<file path="config.mk">
export PLATFORM = sky130hd
export DESIGN_NAME = dmem_arbiter_flat
export DESIGN_NICKNAME = d
export VERILOG_FILES = /design/src/rtl/dmem_arbiter_pkg.sv /design/src/rtl/dmem_arbiter_if.sv /design/src/rtl/dmem_arbiter_starve_counter.sv /design/src/rtl/dmem_arbiter.sv /design/src/flat_wrapper.sv
export SDC_FILE = /design/constraint.sdc
export NUM_CORES = 1
export LEC_CHECK = 0
export ABC_AREA = 1
export BUFFER_PORTS_ARGS = -buffer_cell sky130_fd_sc_hd__buf_2
export CORE_AREA = 2 2 100 102
export DETAILED_ROUTE_END_ITERATION = 10
export DIE_AREA = 0 0 102 104
export MAX_ROUTING_LAYER = met4
export SYNTH_ARGS = -nofsm -noshare
export SYNTH_HDL_FRONTEND = slang
export SYNTH_SLANG_ARGS = --single-unit
</file>
<file path="constraint.sdc">
create_clock -name clk -period 2.1 [get_ports clk]
set_clock_uncertainty 0.05 [all_clocks]
set_input_delay 0.21 -clock clk [delete_from_list [all_inputs] [get_ports clk]]
set_output_delay 0.21 -clock clk [all_outputs]
set_load 0.02 [all_outputs]
</file>
<file path="src/rtl/dmem_arbiter_pkg.sv">
// dmem_arbiter_pkg
//   Shared definitions for the data-memory arbiter: the dmem word-address
//   width, the starvation counter width, the read-owner encoding and a small
//   helper that classifies an access as a read from its byte enables.
package dmem_arbiter_pkg;

    // dmem word-address width, reused as the default ADDR_W
    localparam int DMEM_ABUS = 14;

    // Width of the DMA starvation counter (limit range 1..255)
    localparam int CNT_W = 8;

    // Who owns the read data returning from the BRAM this cycle
    typedef enum logic [1:0] {
        OWN_NONE = 2'd0,
        OWN_CORE = 2'd1,
        OWN_DMA  = 2'd2
    } owner_e;

    // An access with no byte enables set is a read
    function automatic logic is_read(input logic [3:0] we);
        return (we == 4'b0000);
    endfunction

endpackage

</file>
<file path="src/rtl/dmem_arbiter_if.sv">
// dmem_arbiter_if
//   Bundles the three buses around the arbiter:
//     core side : core_req_i/we/addr/din in, core_stall_o/rdata/rvalid out
//     DMA side  : dma_valid_i/we/addr/din in, dma_ready_o/rdata/rvalid out
//     BRAM side : dmem_ena/wea/addra/dina out, dmem_douta_i in
//   Modport slave is the arbiter's view; master is the environment's view.
interface dmem_arbiter_if
    import dmem_arbiter_pkg::*;
#(
    parameter int ADDR_W = DMEM_ABUS
) ();

    logic              core_req_i;
    logic [3:0]        core_we_i;
    logic [ADDR_W-1:0] core_addr_i;
    logic [31:0]       core_din_i;
    logic              core_stall_o;
    logic [31:0]       core_rdata_o;
    logic              core_rvalid_o;

    logic              dma_valid_i;
    logic [3:0]        dma_we_i;
    logic [ADDR_W-1:0] dma_addr_i;
    logic [31:0]       dma_din_i;
    logic              dma_ready_o;
    logic [31:0]       dma_rdata_o;
    logic              dma_rvalid_o;

    logic              dmem_ena_o;
    logic [3:0]        dmem_wea_o;
    logic [ADDR_W-1:0] dmem_addra_o;
    logic [31:0]       dmem_dina_o;
    logic [31:0]       dmem_douta_i;

    modport slave (
        input  core_req_i, core_we_i, core_addr_i, core_din_i,
        output core_stall_o, core_rdata_o, core_rvalid_o,
        input  dma_valid_i, dma_we_i, dma_addr_i, dma_din_i,
        output dma_ready_o, dma_rdata_o, dma_rvalid_o,
        output dmem_ena_o, dmem_wea_o, dmem_addra_o, dmem_dina_o,
        input  dmem_douta_i
    );

    modport master (
        output core_req_i, core_we_i, core_addr_i, core_din_i,
        input  core_stall_o, core_rdata_o, core_rvalid_o,
        output dma_valid_i, dma_we_i, dma_addr_i, dma_din_i,
        input  dma_ready_o, dma_rdata_o, dma_rvalid_o,
        input  dmem_ena_o, dmem_wea_o, dmem_addra_o, dmem_dina_o,
        output dmem_douta_i
    );

endinterface

</file>
<file path="src/rtl/dmem_arbiter_starve_counter.sv">
// starve_counter
//   Saturating counter of consecutive cycles the DMA requester has waited.
//   Ports: clk, rst (sync, active-high), inc (count one more wait cycle),
//   clr (clear, dominates inc), limit_reached (count == STARVE_LIMIT).
module starve_counter
    import dmem_arbiter_pkg::*;
#(
    parameter int STARVE_LIMIT = 8
) (
    input  logic clk,
    input  logic rst,
    input  logic inc,
    input  logic clr,
    output logic limit_reached
);

    localparam logic [CNT_W-1:0] LIMIT_C = CNT_W'(STARVE_LIMIT);
    localparam logic [CNT_W-1:0] ONE_C   = {{(CNT_W-1){1'b0}}, 1'b1};

    logic [CNT_W-1:0] cnt_r;

    // Wait-cycle counter: clear wins, otherwise count up and hold at the limit
    always_ff @(posedge clk) begin
        if (rst) begin
            cnt_r <= {CNT_W{1'b0}};
        end else if (clr) begin
            cnt_r <= {CNT_W{1'b0}};
        end else if (inc && (cnt_r < LIMIT_C)) begin
            cnt_r <= cnt_r + ONE_C;
        end else begin
            cnt_r <= cnt_r;
        end
    end

    assign limit_reached = (cnt_r == LIMIT_C);

endmodule

</file>
<file path="src/rtl/dmem_arbiter.sv">
// dmem_arbiter
//   Shares the single BRAM port of the data memory between the core MEM
//   stage (priority) and a DMA requester. A saturating starvation counter
//   lets the DMA win one beat after STARVE_LIMIT consecutive wait cycles.
//   Ports: clk, rst (sync, active-high), bus (dmem_arbiter_if.slave) carrying
//   the core request/stall/read-return, the DMA valid/ready/read-return and
//   the BRAM port-A signals. Read data is a passthrough of dmem_douta_i; the
//   matching rvalid is qualified by a registered read-owner tag.
module dmem_arbiter
    import dmem_arbiter_pkg::*;
#(
    parameter int ADDR_W       = DMEM_ABUS,
    parameter int STARVE_LIMIT = 8
) (
    input  logic            clk,
    input  logic            rst,
    dmem_arbiter_if.slave   bus
);

    logic              starved_s;
    logic              grant_dma_s;
    logic              grant_core_s;
    logic              cnt_clr_s;
    logic              cnt_inc_s;
    logic              ena_s;
    logic [3:0]        wea_s;
    logic [ADDR_W-1:0] addr_s;
    logic [31:0]       din_s;
    logic              core_rvalid_s;
    logic              dma_rvalid_s;
    owner_e            rd_owner_r;
    owner_e            rd_owner_nxt_s;

    // Core-first grant, overridden by a starved DMA; nothing granted in reset
    always_comb begin
        grant_dma_s  = 1'b0;
        grant_core_s = 1'b0;
        if (rst) begin
            grant_dma_s  = 1'b0;
            grant_core_s = 1'b0;
        end else begin
            grant_dma_s  = bus.dma_valid_i && (!bus.core_req_i || starved_s);
            grant_core_s = bus.core_req_i && !grant_dma_s;
        end
    end

    // A served or withdrawn DMA request restarts the wait count
    assign cnt_clr_s = grant_dma_s || !bus.dma_valid_i;
    assign cnt_inc_s = !cnt_clr_s;

    starve_counter #(
        .STARVE_LIMIT (STARVE_LIMIT)
    ) u_starve (
        .clk           (clk),
        .rst           (rst),
        .inc           (cnt_inc_s),
        .clr           (cnt_clr_s),
        .limit_reached (starved_s)
    );

    // BRAM port mux: the granted requester drives the port, idle port is quiet
    always_comb begin
        ena_s  = 1'b0;
        wea_s  = 4'b0000;
        addr_s = {ADDR_W{1'b0}};
        din_s  = 32'h0000_0000;
        if (grant_dma_s) begin
            ena_s  = 1'b1;
            wea_s  = bus.dma_we_i;
            addr_s = bus.dma_addr_i;
            din_s  = bus.dma_din_i;
        end else if (grant_core_s) begin
            ena_s  = 1'b1;
            wea_s  = bus.core_we_i;
            addr_s = bus.core_addr_i;
            din_s  = bus.core_din_i;
        end else begin
            ena_s  = 1'b0;
            wea_s  = 4'b0000;
        end
    end

    // Next read owner: tag granted reads only, writes and idle cycles clear it
    always_comb begin
        rd_owner_nxt_s = OWN_NONE;
        if (grant_core_s && is_read(bus.core_we_i)) begin
            rd_owner_nxt_s = OWN_CORE;
        end else if (grant_dma_s && is_read(bus.dma_we_i)) begin
            rd_owner_nxt_s = OWN_DMA;
        end else begin
            rd_owner_nxt_s = OWN_NONE;
        end
    end

    // Read-owner register, aligned with the BRAM's one-cycle read latency
    always_ff @(posedge clk) begin
        if (rst) begin
            rd_owner_r <= OWN_NONE;
        end else begin
            rd_owner_r <= rd_owner_nxt_s;
        end
    end

    // Decode the owner tag into the two mutually exclusive rvalids
    always_comb begin
        core_rvalid_s = 1'b0;
        dma_rvalid_s  = 1'b0;
        case (rd_owner_r)
            OWN_CORE: core_rvalid_s = 1'b1;
            OWN_DMA:  dma_rvalid_s  = 1'b1;
            OWN_NONE: begin
                core_rvalid_s = 1'b0;
                dma_rvalid_s  = 1'b0;
            end
            default: begin
                core_rvalid_s = 1'b0;
                dma_rvalid_s  = 1'b0;
            end
        endcase
    end

    assign bus.dmem_ena_o    = ena_s;
    assign bus.dmem_wea_o    = wea_s;
    assign bus.dmem_addra_o  = addr_s;
    assign bus.dmem_dina_o   = din_s;

    assign bus.core_stall_o  = bus.core_req_i && grant_dma_s;
    assign bus.core_rdata_o  = bus.dmem_douta_i;
    assign bus.core_rvalid_o = core_rvalid_s;

    assign bus.dma_ready_o   = grant_dma_s;
    assign bus.dma_rdata_o   = bus.dmem_douta_i;
    assign bus.dma_rvalid_o  = dma_rvalid_s;

endmodule

</file>
<file path="src/flat_wrapper.sv">
// flat-port wrapper written by rule: the top's interface ports become plain ports
module dmem_arbiter_flat import dmem_arbiter_pkg::*;
#(
    parameter int ADDR_W       = DMEM_ABUS,
    parameter int STARVE_LIMIT = 8
)
  (clk, rst, bus_core_req_i, bus_core_we_i, bus_core_addr_i, bus_core_din_i, bus_core_stall_o, bus_core_rdata_o, bus_core_rvalid_o, bus_dma_valid_i, bus_dma_we_i, bus_dma_addr_i, bus_dma_din_i, bus_dma_ready_o, bus_dma_rdata_o, bus_dma_rvalid_o, bus_dmem_ena_o, bus_dmem_wea_o, bus_dmem_addra_o, bus_dmem_dina_o, bus_dmem_douta_i);
  dmem_arbiter_if #(.ADDR_W(ADDR_W)) bus_i ();
  input  logic clk;
  input  logic rst;
  input wire logic [$bits(bus_i.core_req_i)-1:0] bus_core_req_i;
  input wire logic [$bits(bus_i.core_we_i)-1:0] bus_core_we_i;
  input wire logic [$bits(bus_i.core_addr_i)-1:0] bus_core_addr_i;
  input wire logic [$bits(bus_i.core_din_i)-1:0] bus_core_din_i;
  output wire logic [$bits(bus_i.core_stall_o)-1:0] bus_core_stall_o;
  output wire logic [$bits(bus_i.core_rdata_o)-1:0] bus_core_rdata_o;
  output wire logic [$bits(bus_i.core_rvalid_o)-1:0] bus_core_rvalid_o;
  input wire logic [$bits(bus_i.dma_valid_i)-1:0] bus_dma_valid_i;
  input wire logic [$bits(bus_i.dma_we_i)-1:0] bus_dma_we_i;
  input wire logic [$bits(bus_i.dma_addr_i)-1:0] bus_dma_addr_i;
  input wire logic [$bits(bus_i.dma_din_i)-1:0] bus_dma_din_i;
  output wire logic [$bits(bus_i.dma_ready_o)-1:0] bus_dma_ready_o;
  output wire logic [$bits(bus_i.dma_rdata_o)-1:0] bus_dma_rdata_o;
  output wire logic [$bits(bus_i.dma_rvalid_o)-1:0] bus_dma_rvalid_o;
  output wire logic [$bits(bus_i.dmem_ena_o)-1:0] bus_dmem_ena_o;
  output wire logic [$bits(bus_i.dmem_wea_o)-1:0] bus_dmem_wea_o;
  output wire logic [$bits(bus_i.dmem_addra_o)-1:0] bus_dmem_addra_o;
  output wire logic [$bits(bus_i.dmem_dina_o)-1:0] bus_dmem_dina_o;
  input wire logic [$bits(bus_i.dmem_douta_i)-1:0] bus_dmem_douta_i;
  assign bus_i.core_req_i = bus_core_req_i;
  assign bus_i.core_we_i = bus_core_we_i;
  assign bus_i.core_addr_i = bus_core_addr_i;
  assign bus_i.core_din_i = bus_core_din_i;
  assign bus_core_stall_o = bus_i.core_stall_o;
  assign bus_core_rdata_o = bus_i.core_rdata_o;
  assign bus_core_rvalid_o = bus_i.core_rvalid_o;
  assign bus_i.dma_valid_i = bus_dma_valid_i;
  assign bus_i.dma_we_i = bus_dma_we_i;
  assign bus_i.dma_addr_i = bus_dma_addr_i;
  assign bus_i.dma_din_i = bus_dma_din_i;
  assign bus_dma_ready_o = bus_i.dma_ready_o;
  assign bus_dma_rdata_o = bus_i.dma_rdata_o;
  assign bus_dma_rvalid_o = bus_i.dma_rvalid_o;
  assign bus_dmem_ena_o = bus_i.dmem_ena_o;
  assign bus_dmem_wea_o = bus_i.dmem_wea_o;
  assign bus_dmem_addra_o = bus_i.dmem_addra_o;
  assign bus_dmem_dina_o = bus_i.dmem_dina_o;
  assign bus_i.dmem_douta_i = bus_dmem_douta_i;
  dmem_arbiter #(.ADDR_W(ADDR_W), .STARVE_LIMIT(STARVE_LIMIT)) u_core (.clk(clk), .rst(rst), .bus(bus_i));
endmodule
</file>
==> flow_summary.json, run 1 <==
{
  "nets": 531,
  "crit_family": "buffers and inverters",
  "pwr-share-seq_pct": 22.4,
  "ys_seq_area_share_pct": 12.2,
  "areaGrowthSynthToFinish_pct": 52.5,
  "root_buffer": "clkbuf_8",
  "fp.dieW_um": 102,
  "grt_usage_pct": 9.06,
  "vias": 2143,
  "vias_per_cell": 4.08,
  "p_sw_share_pct": 35.4,
  "numCtsBuffers": 3,
  "avgSynthCellArea_sq_um": 5.61,
  "slew_headroom_pct": 80.0,
  "hold_viol_final": 0,
  "fillers": 1077,
  "slew_violations": 0,
  "grt_max_degree": 28,
  "yosysWarningCount": 0,
  "rsz0062_at_grt": "false",
  "period_needed_ps": 2030,
  "clk_latency_ps": 230,
  "crit_top_cell": "nand2_1",
  "cp.arrival_ps": 1770,
  "place_hpwl_mm": 4.27,
  "worstMarginPinSlew_ps": 300,
  "hold_class": "in -> reg",
  "start_kind": "flip-flop",
  "place_inst": 511,
  "cp.required_ps": 1840,
  "worst_slack_ps": 71.1,
  "place.gp.congestion": 0.820,
  "yosys.cell_types.count": 20,
  "power_density_mw_per_mm2": 346,
  "rows": 36,
  "first_pass_iters": 4,
  "coreArea_sq_mm": 0.00955,
  "path_class": "reg -> out",
  "p_sw_mw": 0.307,
  "worst-path-buf-inv": 4,
  "synth-seq-cells": 10,
  "io_buffers": 158,
  "diodes": 0,
  "fmax_mhz": 493,
  "grt_pass1_wl_mm": 7.84,
  "overflow": 0,
  "die-height_um": 104,
  "final_cells": 525,
  "drt_iter0_markers": 42,
  "synthesis.nets": 431,
  "die_area_sq_mm": 0.0106,
  "drc_errors": 0,
  "grt_pass1_vias": 1850,
  "pre_cts_slack_ps": 191,
  "multi_input_area_sq_um": 842,
  "grtUsageMet2_pct": 16.4,
  "fin_crit_sh_pct": 96.6,
  "reg2reg_slack_ps": 520,
  "grtUsageMet1_pct": 9.18,
  "crit_path_top_delay_cell": "dfxtp_2",
  "layout_common_cells": "buf_2, nand2_1, nand3_1",
  "ff_latch_area_sq_um": 201,
  "crit_chain": "inv_2 -> ha_2 -> nand3_2 -> o21ai_4 -> nand3_4 -> clkinv_8 -> clkbuf_16 -> nand2_1 -> nand2_1 -> buf_4",
  "cts.sinks": 10,
  "initial_core_util_pct": 17.2,
  "setup_violations": 0,
  "cp_max_fo": 8,
  "clk_transition_reported_paths_ps": 50,
  "combPwrFrac_pct": 49.7,
  "power.total_mw": 0.866,
  "antenna_left": 0,
  "power.internal_mw": 0.559,
  "grt_busiest_layer": "met2",
  "critPathMaxStageDelay_ps": 330,
  "p_leak_nw": 1.48,
  "clk_path_buf_depth": 2,
  "routed_wl_mm": 6.17,
  "routedWlPerCell_um": 11.7,
  "clkPwrFrac_pct": 27.9,
  "cts_tree": "done",
  "boundaryPins": 255,
  "layout_commonest_cell": "buf_2",
  "outcome": "finished, final reports clean",
  "htreeDepth": 1,
  "cap_violations": 0,
  "syn-instance-count": 293,
  "synth_area_sq_mm": 0.00164,
  "global_route.usage.met3_pct": 1.68,
  "layout-drive-gt1-share_pct": 48.7,
  "antenna_found_initial": 0,
  "irDropWorstVdd_mv": 0.196,
  "crit_path_end_kind": "output port"
}
==> power by group through the flow <==
stage	clock [mW]	sequential [mW]	combinational [mW]
global route	0.259	0.194	0.465
floorplan	0	0.197	0.360
CTS	0.250	0.193	0.364
finish	0.241	0.194	0.431
global placement	0	0.197	0.354
detailed placement	0	0.197	0.360
==> timing repair <==
| item | 4_1_cts | 5_1_grt |
|---|---|---|
| hold buffers | 0 | 0 |
| cloned | 0 | 6 |
| pin swaps | 1 | 3 |
| resized for setup | 1 | 62 |
| setup endpoints to repair | 48 | 51 |
| buffers inserted | 1 | 3 |
==> registers in the layout (all words and copies together) (netlist names) <==
register	count
u_core.rd_owner_r	2
u_core.u_starve.cnt_r	8
==> cell usage after synthesis <==
master,n,area (sq um)
nand2_1,107,402
buf_4,64,480
nand3_1,51,255
inv_1,19,71.3
nor2_1,11,41.3
dfxtp_1,10,200
buf_2,6,30.0
clkbuf_1,5,18.8
a21oi_1,3,15.0
buf_1,2,7.51
buf_6,2,22.5
ha_1,2,25.0
inv_2,2,7.51
nor4_1,2,12.5
o22ai_1,2,12.5
nand3_2,1,10.0
nor3_1,1,5.00
o2111ai_1,1,8.76
o21ai_2,1,8.76
xor2_1,1,8.76
==> through the flow <==
step,utilization [%],TNS (ps),hold WS (ps),instance area (sq um)
4_1_cts,22.9,-13.0,98.7,2190
3_3_place_gp,22.2,0,345,2120
3_5_place_dp,22.2,0,349,2120
5_1_grt,26.2,0,98.4,2500
2_1_floorplan,-,0,237,1640
6_report,26.2,0,103,2500
==> area by class of cell <==
| class | instances | area share, % |
|---|---|---|
| timing repair buffer | 174 | 45.9 |
| inverter | 21 | 3.65 |
| clock buffer | 4 | 2.20 |
| tap | 133 | 6.64 |
| multi-input combinational | 183 | 33.6 |
| sequential | 10 | 8.04 |
==> metal layers <==
layer / share of wire [%] / up-vias
met4: 3.8 / 0
met3: 9.0 / 41
met5: 0 / -
met1: 36 / 928
li1: - / 1048
met2: 51 / 126
==> logic make-up (layout without fill, tap and decap cells) <==
logic type / Yosys count / after routing / synth area share (%)
AOI/OAI and AO/OA: 7 / 7 / 2.74
DFF: 10 / 10 / 12.2
xor gates and xnor gates: 1 / 1 / 0.533
and+or+nand+nor: 173 / 173 / 44.2
buffers and inverters: 100 / 199 / 38.8
adders and majority gates: 2 / 2 / 1.52
==> worst paths after layout <==
path                            startpoint                        to  cells past startpoint
setup / recovery  u_core.u_starve.cnt_r[0]       bus_dmem_dina_o[23]                     10
hold / removal            bus_core_we_i[3]      u_core.rd_owner_r[0]                      2
setup reg to reg  u_core.u_starve.cnt_r[0]  u_core.u_starve.cnt_r[0]                      8
hold reg to reg   u_core.u_starve.cnt_r[6]  u_core.u_starve.cnt_r[6]                      2
Power figures use the tool's default switching activity.
==> run 2: changes to the inputs <==
- HOLD_SLACK_MARGIN: default -> 0.15
- SETUP_SLACK_MARGIN: default -> 0.5
==> flow_summary.json, run 2 (synthesis results as in run 1) <==
{
  "clk_transition_reported_paths_ps": 40,
  "slew_violations": 0,
  "drt_iter0_markers": 68,
  "die_area_sq_mm": 0.0106,
  "diodes": 0,
  "start_kind": "flip-flop",
  "cap_violations": 0,
  "nets": 549,
  "crit_end": "bus_dmem_wea_o[0]",
  "rsz0062_at_grt": "true",
  "slew_headroom_pct": 69.5,
  "outcome": "finished, final reports clean",
  "p_sw_share_pct": 37.3,
  "power.total_mw": 0.999,
  "placed_cell_area_sq_mm": 0.00223,
  "clk_latency_ps": 230,
  "worstMarginPinSlew_ps": 457,
  "fillers": 1003,
  "pre_cts_slack_ps": 160,
  "routedWlPerCell_um": 14.4,
  "power_density_mw_per_mm2": 293,
  "period_needed_ps": 2010,
  "rr_endpoint": "u_core.u_starve.cnt_r[3]",
  "cp_max_fo": 4,
  "irDropWorstVdd_mv": 0.160,
  "layout_commonest_cell": "buf_2",
  "final_util_pct": 35.7,
  "first_pass_iters": 4,
  "numCtsBuffers": 3,
  "fp.dieW_um": 102,
  "worst-path-buf-inv": 4,
  "crit_path_end_kind": "output port",
  "reg.largest.list": "u_core.u_starve.cnt_r (8), u_core.rd_owner_r (2)",
  "hold_class": "in -> reg",
  "place.gp.congestion": 0.755,
  "routed_wl_mm": 7.78,
  "fin_crit_sh_pct": 95.6,
  "rows": 36,
  "io_buffers": 158,
  "boundaryPins": 255,
  "initial_core_util_pct": 17.2,
  "pwr-share-seq_pct": 19.4,
  "antenna_found_initial": 0,
  "setup_violations": 0,
  "vias_per_cell": 4.24,
  "grt_pass1_vias": 2104,
  "vias": 2296,
  "layout-drive-gt1-share_pct": 72.6,
  "cp.arrival_ps": 1750,
  "clk_path_buf_depth": 2,
  "tns_ps": 0,
  "startpoint": "u_core.u_starve.cnt_r[0]",
  "grt_pass1_wl_mm": 9.89,
  "cts_tree": "done",
  "grt_usage_pct": 11.9,
  "place_hpwl_mm": 4.84,
  "combPwrFrac_pct": 61.6,
  "power.internal_mw": 0.626,
  "crit_path_top_delay_cell": "dfxtp_2",
  "p_sw_mw": 0.373,
  "layout_common_cells": "buf_2, nand2_2, nand2_1",
  "cp.required_ps": 1840,
  "worst_slack_ps": 91.9,
  "p_leak_nw": 1.71,
  "largest_reg_flops": 8,
  "reg2reg_slack_ps": 410,
  "worstReg2RegStart": "u_core.u_starve.cnt_r[1]",
  "cts.sinks": 10,
  "grt_max_degree": 27,
  "coreArea_sq_mm": 0.00955,
  "crit_family": "buffers and inverters",
  "overflow": 0,
  "htreeDepth": 1,
  "critPathMaxStageDelay_ps": 310,
  "fmax_mhz": 498,
  "path_depth": 9,
  "path_class": "reg -> out",
  "die-height_um": 104,
  "finalInstanceArea_sq_mm": 0.00341,
  "areaGrowthSynthToFinish_pct": 107,
  "antenna_left": 0,
  "drc_errors": 0,
  "clkPwrFrac_pct": 18.9,
  "r2r_cells": 11,
  "root_buffer": "clkbuf_8",
  "crit_chain": "inv_2 -> ha_4 -> nand3_4 -> o21ai_4 -> nand3_4 -> buf_4 -> buf_4 -> o22ai_2 -> buf_6",
  "regMostFlops": "u_core.u_starve.cnt_r",
  "hold_viol_final": 0
}
==> run 2: cell count changes in the layout (fill, tap and decap cells not counted), sizes merged <==
cell and change:
inv +1, dlygate4sd3 +4, nand2 +1, clkinv -1, buf +12
==> run 2: layout make-up <==
type                    instances  area, sq um  share of cell area (%)
repair buffers                191         1600                    46.8
multi-input cells             184         1320                    38.6
flip-flops and latches         10          203                    5.95
well taps                     133          166                    4.88
inverters                      21         86.3                    2.53
clock buffers                   3         41.3                    1.21
==> run 2: through the flow <==
stage | cells | hold WS, ps
2_1_floorplan | 293 | 237
3_3_place_gp | 511 | 356
3_5_place_dp | 511 | 351
4_1_cts | 532 | 205
5_1_grt | 542 | 230
6_report | 542 | 219
==> run 2: repair_timing <==
action                                  in CTS  in global routing
resized for setup                           88                100
hold endpoints to repair                     2                  0
buffers inserted                            10                  3
hold buffers                                 4                  0
endpoints found under the setup margin      53                 62
pin swaps                                   11                 19
gates cloned                                 4                  7
==> run 2: worst min path at each step <==
stage | startpoint | end | cells past startpoint
after floorplan | bus_core_we_i[2] | u_core.rd_owner_r[0] | 1
after global placement | bus_dma_we_i[3] | u_core.rd_owner_r[1] | 2
after detailed placement | bus_dma_we_i[3] | u_core.rd_owner_r[1] | 2
after CTS | bus_dma_we_i[0] | u_core.rd_owner_r[1] | 4
after global routing | bus_core_we_i[0] | u_core.rd_owner_r[0] | 4
final | bus_core_we_i[0] | u_core.rd_owner_r[0] | 4
==> run 2: power groups by stage <==
stage	clock, mW	sequential, mW	combinational [mW]
after detailed placement	0	0.197	0.380
after global placement	0	0.197	0.374
after global routing	0.209	0.194	0.659
final	0.189	0.194	0.616
after CTS	0.195	0.194	0.502
after floorplan	0	0.197	0.381
==> run 2: worst register-to-register path, delay by kind of cell (launching register included) <==
kind                     cells  cell delay [ps]
adder cells (fa/ha/maj)      1              150
buffers and inverters        5              540
flip-flops                   1              330
AND/OR/NAND/NOR              2              170
AO/OA/AOI/OAI                3              370
==> run 2: per-layer routing <==
| metal | wire (um) | global-route usage, % | up-vias |
|---|---|---|---|
| li1 | - | - | 1088 |
| met1 | 2820 | 12.7 | 1058 |
| met2 | 4300 | 22.7 | 137 |
| met3 | 524 | 1.28 | 13 |
| met4 | 135 | 2.95 | 0 |
| met5 | 0 | - | - |
==> run 3: changes to the inputs <==
- CORE_AREA: 2 2 100 102 -> 4 4 97 99
- DIE_AREA: 0 0 102 104 -> 0 0 101 103
==> flow_summary.json, run 3 (synthesis results as in run 1) <==
{
  "vias": 2234,
  "root_buffer": "clkbuf_8",
  "outcome": "finished, final reports clean",
  "fillers": 906,
  "period_needed_ps": 2020,
  "first_pass_iters": 4,
  "min_to": "u_core.rd_owner_r[0]",
  "clk_transition_reported_paths_ps": 50,
  "crit_family": "buffers and inverters",
  "crit_path_end_kind": "output port",
  "reg2reg_slack_ps": 520,
  "reg.largest.list": "u_core.u_starve.cnt_r (8), u_core.rd_owner_r (2)",
  "regMostFlops": "u_core.u_starve.cnt_r",
  "finalInstanceArea_sq_mm": 0.00295,
  "placed_cell_area_sq_mm": 0.00220,
  "worstMarginPinSlew_ps": 497,
  "grt_pass1_vias": 2029,
  "drt_iter0_markers": 43,
  "holdPathStages": 4,
  "worst-path-buf-inv": 5,
  "coreArea_sq_mm": 0.00855,
  "r2r_cells": 10,
  "cp.arrival_ps": 1760,
  "start_kind": "flip-flop",
  "clk_path_buf_depth": 2,
  "cp_max_fo": 6,
  "path_class": "reg -> out",
  "worstReg2RegStart": "u_core.u_starve.cnt_r[1]",
  "multi_input_area_sq_mm": 0.00107,
  "largest_reg_flops": 8,
  "drc_errors": 0,
  "power_density_mw_per_mm2": 324,
  "grt_max_degree": 35,
  "slew_violations": 0,
  "initial_core_util_pct": 19.2,
  "rr_endpoint": "u_core.u_starve.cnt_r[0]",
  "hold_class": "in -> reg",
  "setup_violations": 0,
  "slew_headroom_pct": 66.8,
  "crit_chain": "inv_2 -> ha_4 -> nand3_4 -> o21ai_4 -> nand3_4 -> clkinv_8 -> buf_12 -> clkbuf_16 -> nand2_2 -> nand2_2 -> buf_6",
  "io_buffers": 158,
  "critPathMaxStageDelay_ps": 320,
  "grt_usage_pct": 12.3,
  "crit_path_top_delay_cell": "dfxtp_2",
  "die_area_sq_mm": 0.0104,
  "irDropWorstVdd_mv": 0.161,
  "areaGrowthSynthToFinish_pct": 79.7,
  "fmax_mhz": 495,
  "tns_ps": 0,
  "rsz0062_at_grt": "true",
  "rows": 34,
  "fp.dieW_um": 101,
  "antenna_left": 0,
  "numCtsBuffers": 3,
  "routed_wl_mm": 7.95,
  "place_hpwl_mm": 4.82,
  "p_leak_nw": 1.64,
  "path_depth": 11,
  "antenna_found_initial": 0,
  "cap_violations": 0,
  "layout_commonest_cell": "buf_2",
  "min-delay-start": "bus_core_we_i[1]",
  "layout-drive-gt1-share_pct": 63.9,
  "layout_common_cells": "buf_2, nand2_1, nand2_2",
  "final_util_pct": 34.5,
  "hold_viol_final": 0,
  "overflow": 0,
  "grt_pass1_wl_mm": 9.88,
  "place_inst": 483,
  "cts.sinks": 10,
  "nets": 543,
  "htreeDepth": 1,
  "fin_crit_sh_pct": 96.2,
  "boundaryPins": 255,
  "ff_latch_area_sq_um": 203,
  "place.gp.congestion": 0.762,
  "clk_latency_ps": 230,
  "cp.required_ps": 1840,
  "final_cells": 512,
  "routedWlPerCell_um": 15.5,
  "cts_tree": "done",
  "vias_per_cell": 4.36,
  "whs_ps": 199,
  "die-height_um": 103,
  "diodes": 0
}
run 3: report_power, final:
group	total, mW	switching [mW]	internal [mW]	leakage [nW]
Combinational	0.530	0.272	0.258	1.53
Sequential	0.194	0.00137	0.193	0.0816
Clock	0.233	0.0684	0.164	0.0288
Total	0.956	0.342	0.615	1.64
run 3: repair_timing:
item,4_1_cts,5_1_grt
endpoints found under the setup margin,54,61
gates resized for setup,62,31
buffers inserted,7,4
pin swaps,4,5
hold buffers,4,0
cloned,6,4
endpoints found under the hold margin,2,0
run 3: routing by layer:
layer | wire (um) | GRT usage (%)
met4 | 42 | 2.25
met5 | 0 | -
met3 | 773 | 2.17
met2 | 4370 | 24.4
met1 | 2760 | 12.7
run 3: worst register-to-register path, stage by stage, from the launching register on:
cell	delay (ps)
dfxtp_2	330
inv_2	50
ha_4	160
nand3_4	60
o21ai_4	70
buf_6	130
buf_4	130
buf_6	110
a21oi_4	140
nand2_2	130
a21oi_1	140
run 3: worst max-delay path by stage:
| stage | from | to | slack [ps] |
|---|---|---|---|
| after CTS | u_core.u_starve.cnt_r[0] | bus_dmem_dina_o[28] | 80 |
| after global routing | u_core.u_starve.cnt_r[1] | bus_dmem_dina_o[1] | 6 |
| final | u_core.u_starve.cnt_r[1] | bus_dmem_dina_o[3] | 80 |
| after detailed placement | u_core.u_starve.cnt_r[0] | bus_dmem_dina_o[21] | 190 |
| after global placement | u_core.u_starve.cnt_r[0] | bus_dmem_dina_o[21] | 250 |
| after floorplan | u_core.u_starve.cnt_r[0] | bus_dmem_dina_o[13] | 450 |
run 3: stage by stage:
stage | worst slack [ps] | power, mW
after floorplan | 447 | 0.578
after global placement | 249 | 0.573
after detailed placement | 185 | 0.578
after CTS | 76.2 | 0.917
after global routing | 5.70 | 1.01
final | 79.3 | 0.956
run 3: final cells by class:
| class | count | area share, % |
|---|---|---|
| Clock buffer | 4 | 1.86 |
| Inverter | 21 | 3.09 |
| Multi-Input combinational cell | 183 | 36.1 |
| Sequential cell | 10 | 6.86 |
| Tap cell | 108 | 4.58 |
| Timing Repair Buffer | 186 | 47.5 |
